**src/rtl/word_demux_if.sv**
```systemverilog
// Handshake bundle for word_demux: one source stream and two destination slots.
// Word buses use ascending [0:WIDTH-1] ranges, so bit 0 is the MSB.
interface word_demux_if #(
    parameter int WIDTH = 16
);
    logic [0:WIDTH-1] i_val;
    logic             i_sel;
    logic             i_valid;
    logic             o_ready;
    logic [0:WIDTH-1] o_val0;
    logic [0:WIDTH-1] o_val1;
    logic             o_valid0;
    logic             o_valid1;
    logic             i_ready0;
    logic             i_ready1;

    modport slave (
        input  i_val, i_sel, i_valid, i_ready0, i_ready1,
        output o_ready, o_val0, o_val1, o_valid0, o_valid1
    );

    modport master (
        output i_val, i_sel, i_valid, i_ready0, i_ready1,
        input  o_ready, o_val0, o_val1, o_valid0, o_valid1
    );
endinterface

```
**src/rtl/word_demux.sv**
```systemverilog
// Routes a source word into one of two single-entry destination slots chosen by i_sel.
// Define WORD_DEMUX_COUNT_EN to add 8-bit per-port pop counters (o_cnt0/o_cnt1).
module word_demux #(
    parameter int WIDTH = 16
) (
    input  logic          i_clk,
    input  logic          i_rst,
    word_demux_if.slave   bus
`ifdef WORD_DEMUX_COUNT_EN
    ,
    output logic [7:0]    o_cnt0,
    output logic [7:0]    o_cnt1
`endif
);
    localparam logic [0:WIDTH-1] ZERO_WORD = '0;

    logic [0:WIDTH-1] word0;
    logic [0:WIDTH-1] word1;
    logic             full0;
    logic             full1;
    logic             room0;
    logic             room1;
    logic             sel_room;
    logic             push0;
    logic             push1;
    logic             pop0;
    logic             pop1;

    // A slot has room if it is empty or being drained in the same cycle.
    assign room0    = !full0 || bus.i_ready0;
    assign room1    = !full1 || bus.i_ready1;
    assign sel_room = bus.i_sel ? room1 : room0;

    assign push0 = bus.i_valid && sel_room && !bus.i_sel;
    assign push1 = bus.i_valid && sel_room &&  bus.i_sel;
    assign pop0  = full0 && bus.i_ready0;
    assign pop1  = full1 && bus.i_ready1;

    assign bus.o_ready  = sel_room;
    assign bus.o_val0   = word0;
    assign bus.o_val1   = word1;
    assign bus.o_valid0 = full0;
    assign bus.o_valid1 = full1;

    always_ff @(posedge i_clk) begin
        if (i_rst) begin
            word0 <= ZERO_WORD;
            word1 <= ZERO_WORD;
            full0 <= 1'b0;
            full1 <= 1'b0;
        end else begin
            if (push0) begin
                word0 <= bus.i_val;
            end
            if (push1) begin
                word1 <= bus.i_val;
            end
            full0 <= push0 || (full0 && !pop0);
            full1 <= push1 || (full1 && !pop1);
        end
    end

`ifdef WORD_DEMUX_COUNT_EN
    always_ff @(posedge i_clk) begin
        if (i_rst) begin
            o_cnt0 <= 8'd0;
            o_cnt1 <= 8'd0;
        end else begin
            if (pop0) begin
                o_cnt0 <= o_cnt0 + 8'd1;
            end
            if (pop1) begin
                o_cnt1 <= o_cnt1 + 8'd1;
            end
        end
    end
`endif
endmodule

```
**src/flat_wrapper.sv**
```systemverilog
// flat-port wrapper written by rule: the top's interface ports become plain ports
module word_demux_flat 
#(
    parameter int WIDTH = 16
)
  (i_clk, i_rst, bus_i_val, bus_i_sel, bus_i_valid, bus_i_ready0, bus_i_ready1, bus_o_ready, bus_o_val0, bus_o_val1, bus_o_valid0, bus_o_valid1);
  word_demux_if #(.WIDTH(WIDTH)) bus_i ();
  input  logic i_clk;
  input  logic i_rst;
  input wire logic [$bits(bus_i.i_val)-1:0] bus_i_val;
  input wire logic [$bits(bus_i.i_sel)-1:0] bus_i_sel;
  input wire logic [$bits(bus_i.i_valid)-1:0] bus_i_valid;
  input wire logic [$bits(bus_i.i_ready0)-1:0] bus_i_ready0;
  input wire logic [$bits(bus_i.i_ready1)-1:0] bus_i_ready1;
  output wire logic [$bits(bus_i.o_ready)-1:0] bus_o_ready;
  output wire logic [$bits(bus_i.o_val0)-1:0] bus_o_val0;
  output wire logic [$bits(bus_i.o_val1)-1:0] bus_o_val1;
  output wire logic [$bits(bus_i.o_valid0)-1:0] bus_o_valid0;
  output wire logic [$bits(bus_i.o_valid1)-1:0] bus_o_valid1;
  assign bus_i.i_val = bus_i_val;
  assign bus_i.i_sel = bus_i_sel;
  assign bus_i.i_valid = bus_i_valid;
  assign bus_i.i_ready0 = bus_i_ready0;
  assign bus_i.i_ready1 = bus_i_ready1;
  assign bus_o_ready = bus_i.o_ready;
  assign bus_o_val0 = bus_i.o_val0;
  assign bus_o_val1 = bus_i.o_val1;
  assign bus_o_valid0 = bus_i.o_valid0;
  assign bus_o_valid1 = bus_i.o_valid1;
  word_demux #(.WIDTH(WIDTH)) u_core (.i_clk(i_clk), .i_rst(i_rst), .bus(bus_i));
endmodule
```
**config.mk**
```make
export PLATFORM = sky130hd
export DESIGN_NAME = word_demux_flat
export DESIGN_NICKNAME = d
export VERILOG_FILES = /design/src/rtl/word_demux_if.sv /design/src/rtl/word_demux.sv /design/src/flat_wrapper.sv
export SDC_FILE = /design/constraint.sdc
export NUM_CORES = 1
export LEC_CHECK = 0
export CORE_ASPECT_RATIO = 0.9
export CORE_MARGIN = 2
export CORE_UTILIZATION = 42
export DETAILED_ROUTE_END_ITERATION = 10
export GPL_TIMING_DRIVEN = 1
export PLACE_DENSITY = 0.78
export SLEW_MARGIN = 20
export SYNTH_ARGS = -nofsm -noshare
export SYNTH_HDL_FRONTEND = slang
export SYNTH_SLANG_ARGS = --single-unit
```
**constraint.sdc**
```tcl
create_clock -name i_clk -period 1.3 [get_ports i_clk]
set_clock_uncertainty 0.05 [all_clocks]
set_input_delay 0.13 -clock i_clk [delete_from_list [all_inputs] [get_ports i_clk]]
set_output_delay 0.13 -clock i_clk [all_outputs]
set_load 0.005 [all_outputs]
```
==> results by group <==
Setup path
  • Arrival time at the worst endpoint: 1080 ps
  • Worst EP required: 1120 ps
  • Cell breakdown of the critical path: clkdlybuf4s50_1 > mux2_2 > buf_2
  • Crit path capture type: primary output
  • Max FO, Critical Path: 2
  • CP Launch Type: input pin
  • CP peak stage delay: 490 ps
  • CP max-delay cell: clkdlybuf4s50_1
  • WS Path Type: in2out

Synth
  • Area contributors post-synth: dfxtp_1 (47%), mux2i_1 (22%), nand2b_1 (21%)
  • Library cells used by synthesis: 14
  • Yosys top cell area share: 47.39%
  • Register area share after synthesis: 47.39%
  • Mapped Cells: 132
  • Post-Synthesis Cell Area: 1436 µm²
  • Largest area contributor in the netlist: dfxtp_1
  • Synth Register Bits: 34
  • Syn nets: 154
  • Warnings from Yosys: 0
  • Syn Area/Cell: 10.88 µm²

Clock network
  • Clock Sinks: 34
  • Clock-pin slew on the worst setup and hold paths: 70 ps
  • CTS tree: done
  • Clock root buffer master: clkbuf_8
  • Cts hold-fix bufs: 0
  • Clock Tree Buf Depth: 2
  • Clock Latency Late Sink: 280 ps
  • H-Tree Depth: 2
  • Inserted Clock Buffers: 5

Floorplan
  • Die height: 59.48 µm
  • Die ar.: 3905 µm²
  • Initial core utilization: 43.16%
  • Num rows: 20
  • Core Box Area: 3328 µm²
  • Top Ports: 57
  • Die boundary width: 65.65 µm

Timing
  • Final Slew Violations: 0
  • RSZ-0062 raised after global routing: no
  • Measured slew at the worst slew-check pin: 256.8 ps
  • Fmax: 794.8 MHz
  • Final hold viol count: 0
  • Final Critical Period: 1258 ps
  • Slew HR: 82.83%
  • Setup-failing EPs final: 0
  • Final period utilization: 96.79%

GRT
  • Largest net degree at the start of global routing: 39
  • First-pass GRT wire length: 5.064 mm
  • Vias in the first global route: 1151
  • Gr ovfl total: 0
  • Initial antenna violation count: 0
  • Global Route Usage Sum: 17.22%

Final layout
  • P&R area growth vs syn: 54.62%
  • Finished Cell Area: 2221 µm²
  • Post-Layout Cell Count: 241
  • Final nets: 218
  • Layout cells sized above 1: 14.21%
  • Final Util: 66.73%
  • Diode count: 0

Placed design
  • Placed cell count: 231
  • Routability cong.: 0.7102
  • Buffers on Ports: 56
  • Placed Instance Area: 2088 µm²
  • Hpwl dp: 2.224 mm

Drt
  • DR pass1 iterations: 4
  • Final ANT Viol Nets: 0
  • Post-DR wirelength/cell: 13.27 µm
  • Post-Route WL: 3.197 mm
  • Initial DRC Count: 37
  • Routed vias/inst: 4.672
  • Vias: 1126
  • # DRC: 0

Min path
  • HP Class: in2reg

Power
  • Worst vdd ir: 0.8648 mV
  • Leakage: 1.188 nW
  • Ratio of total power to cell area: 1021 nW/µm²

Run
  • Max-Cap Viols: 0

Outcome
  • Run status: complete, no violations
==> logic make-up (layout without fill, tap and decap cells) <==
logic type | Yosys count | after routing | synth area share [%]
simple gates | 54 | 54 | 24.56
flops | 34 | 34 | 47.39
mux | 33 | 33 | 23.08
buf+inv | 9 | 74 | 4.268
compound gates | 2 | 2 | 0.6969
==> cell usage in the layout, fill, tap and decap left out <==
master           synthesis  routed
a21oi_1                  2       2
and3_2                   0       1
and3b_1                  1       1
buf_12                   1       3
buf_2                    0       1
buf_4                    1       6
clkbuf_1                 6       1
clkbuf_16                0       1
clkbuf_8                 0       6
clkdlybuf4s50_1          0      20
clkinv_2                 0       1
dfxtp_1                 34      28
dfxtp_2                  0       6
dlygate4sd2_1            0      24
dlymetal6s2s_1           0      11
mux2_2                   1       1
mux2i_1                 32      32
nand2b_1                49      49
nand2b_4                 1       1
nand3_4                  0       1
nand3b_1                 1       1
==> Yosys cell counts, drive strengths merged <==
cell type   n
and3        1
mux2i      32
a21oi       2
nand3b      1
clkbuf      6
nand2b     50
mux2        1
buf         3
nand3       1
dfxtp      34
and3b       1
==> critical path: cells and delay by family <==
kind | cells | cell delay [ps]
multiplexers | 1 | 330
buffers and inverters | 2 | 610
==> worst paths after layout <==
path	from	endpoint	depth (start not counted)	slack [ps]
worst max register to register	u_core.bus.o_valid1$_SDFF_PP0_	u_core.bus.o_val1[10]$_SDFFE_PP0P_	6	70
worst min-delay path	bus_i_ready0	u_core.bus.o_valid0$_SDFF_PP0_	4	330
worst min register to register	u_core.bus.o_val0[8]$_SDFFE_PP0P_	u_core.bus.o_val0[8]$_SDFFE_PP0P_	2	420
worst max-delay path	bus_i_sel	bus_o_ready	3	40
==> registers in the layout (all words and copies together) (netlist names) <==
| register | count |
|---|---|
| u_core.bus.o_valid1 | 1 |
| u_core.bus.o_valid0 | 1 |
| u_core.bus.o_val1 | 16 |
| u_core.bus.o_val0 | 16 |
==> routing by layer <==
metal	routed length (µm)	global-route usage, %	vias up
li1	-	-	560
met1	1466	20.07	525
met2	1490	29.87	38
met3	214	5.323	3
met4	25	6.250	0
met5	0	0	-
==> metrics by stage <==
stage,hold WS [ps],power (mW),worst slack (ps),setup TNS [ps]
2_1_floorplan,255.9,1.305,158.8,0
6_report,329.8,2.267,41.77,0
3_5_place_dp,417.5,1.527,-279.2,-5996
3_3_place_gp,407.7,1.515,-258.5,-3615
4_1_cts,331.0,2.292,0.3435,0
5_1_grt,353.9,2.375,12.88,0
==> area by class of cell <==
cell class | count | area [µm²]
fillers | 277 | 1107
multi-input cells | 89 | 703.2
flip-flops and latches | 34 | 688.2
repair buffers | 66 | 683.2
clock buffers | 7 | 86.33
well taps | 44 | 55.05
clock inverters | 1 | 5.005
==> power by group <==
group,internal [mW],switching (mW),total [mW]
Sequential,1.10,0.0277,1.13
Combinational,0.227,0.130,0.357
Clock,0.427,0.357,0.784
==> what timing repair did <==
action	4_1_cts	5_1_grt
setup buffers	1	0
gates cloned	0	1
resized for setup	34	13
endpoints found under the setup margin	27	14
Power figures use the tool's default switching activity.
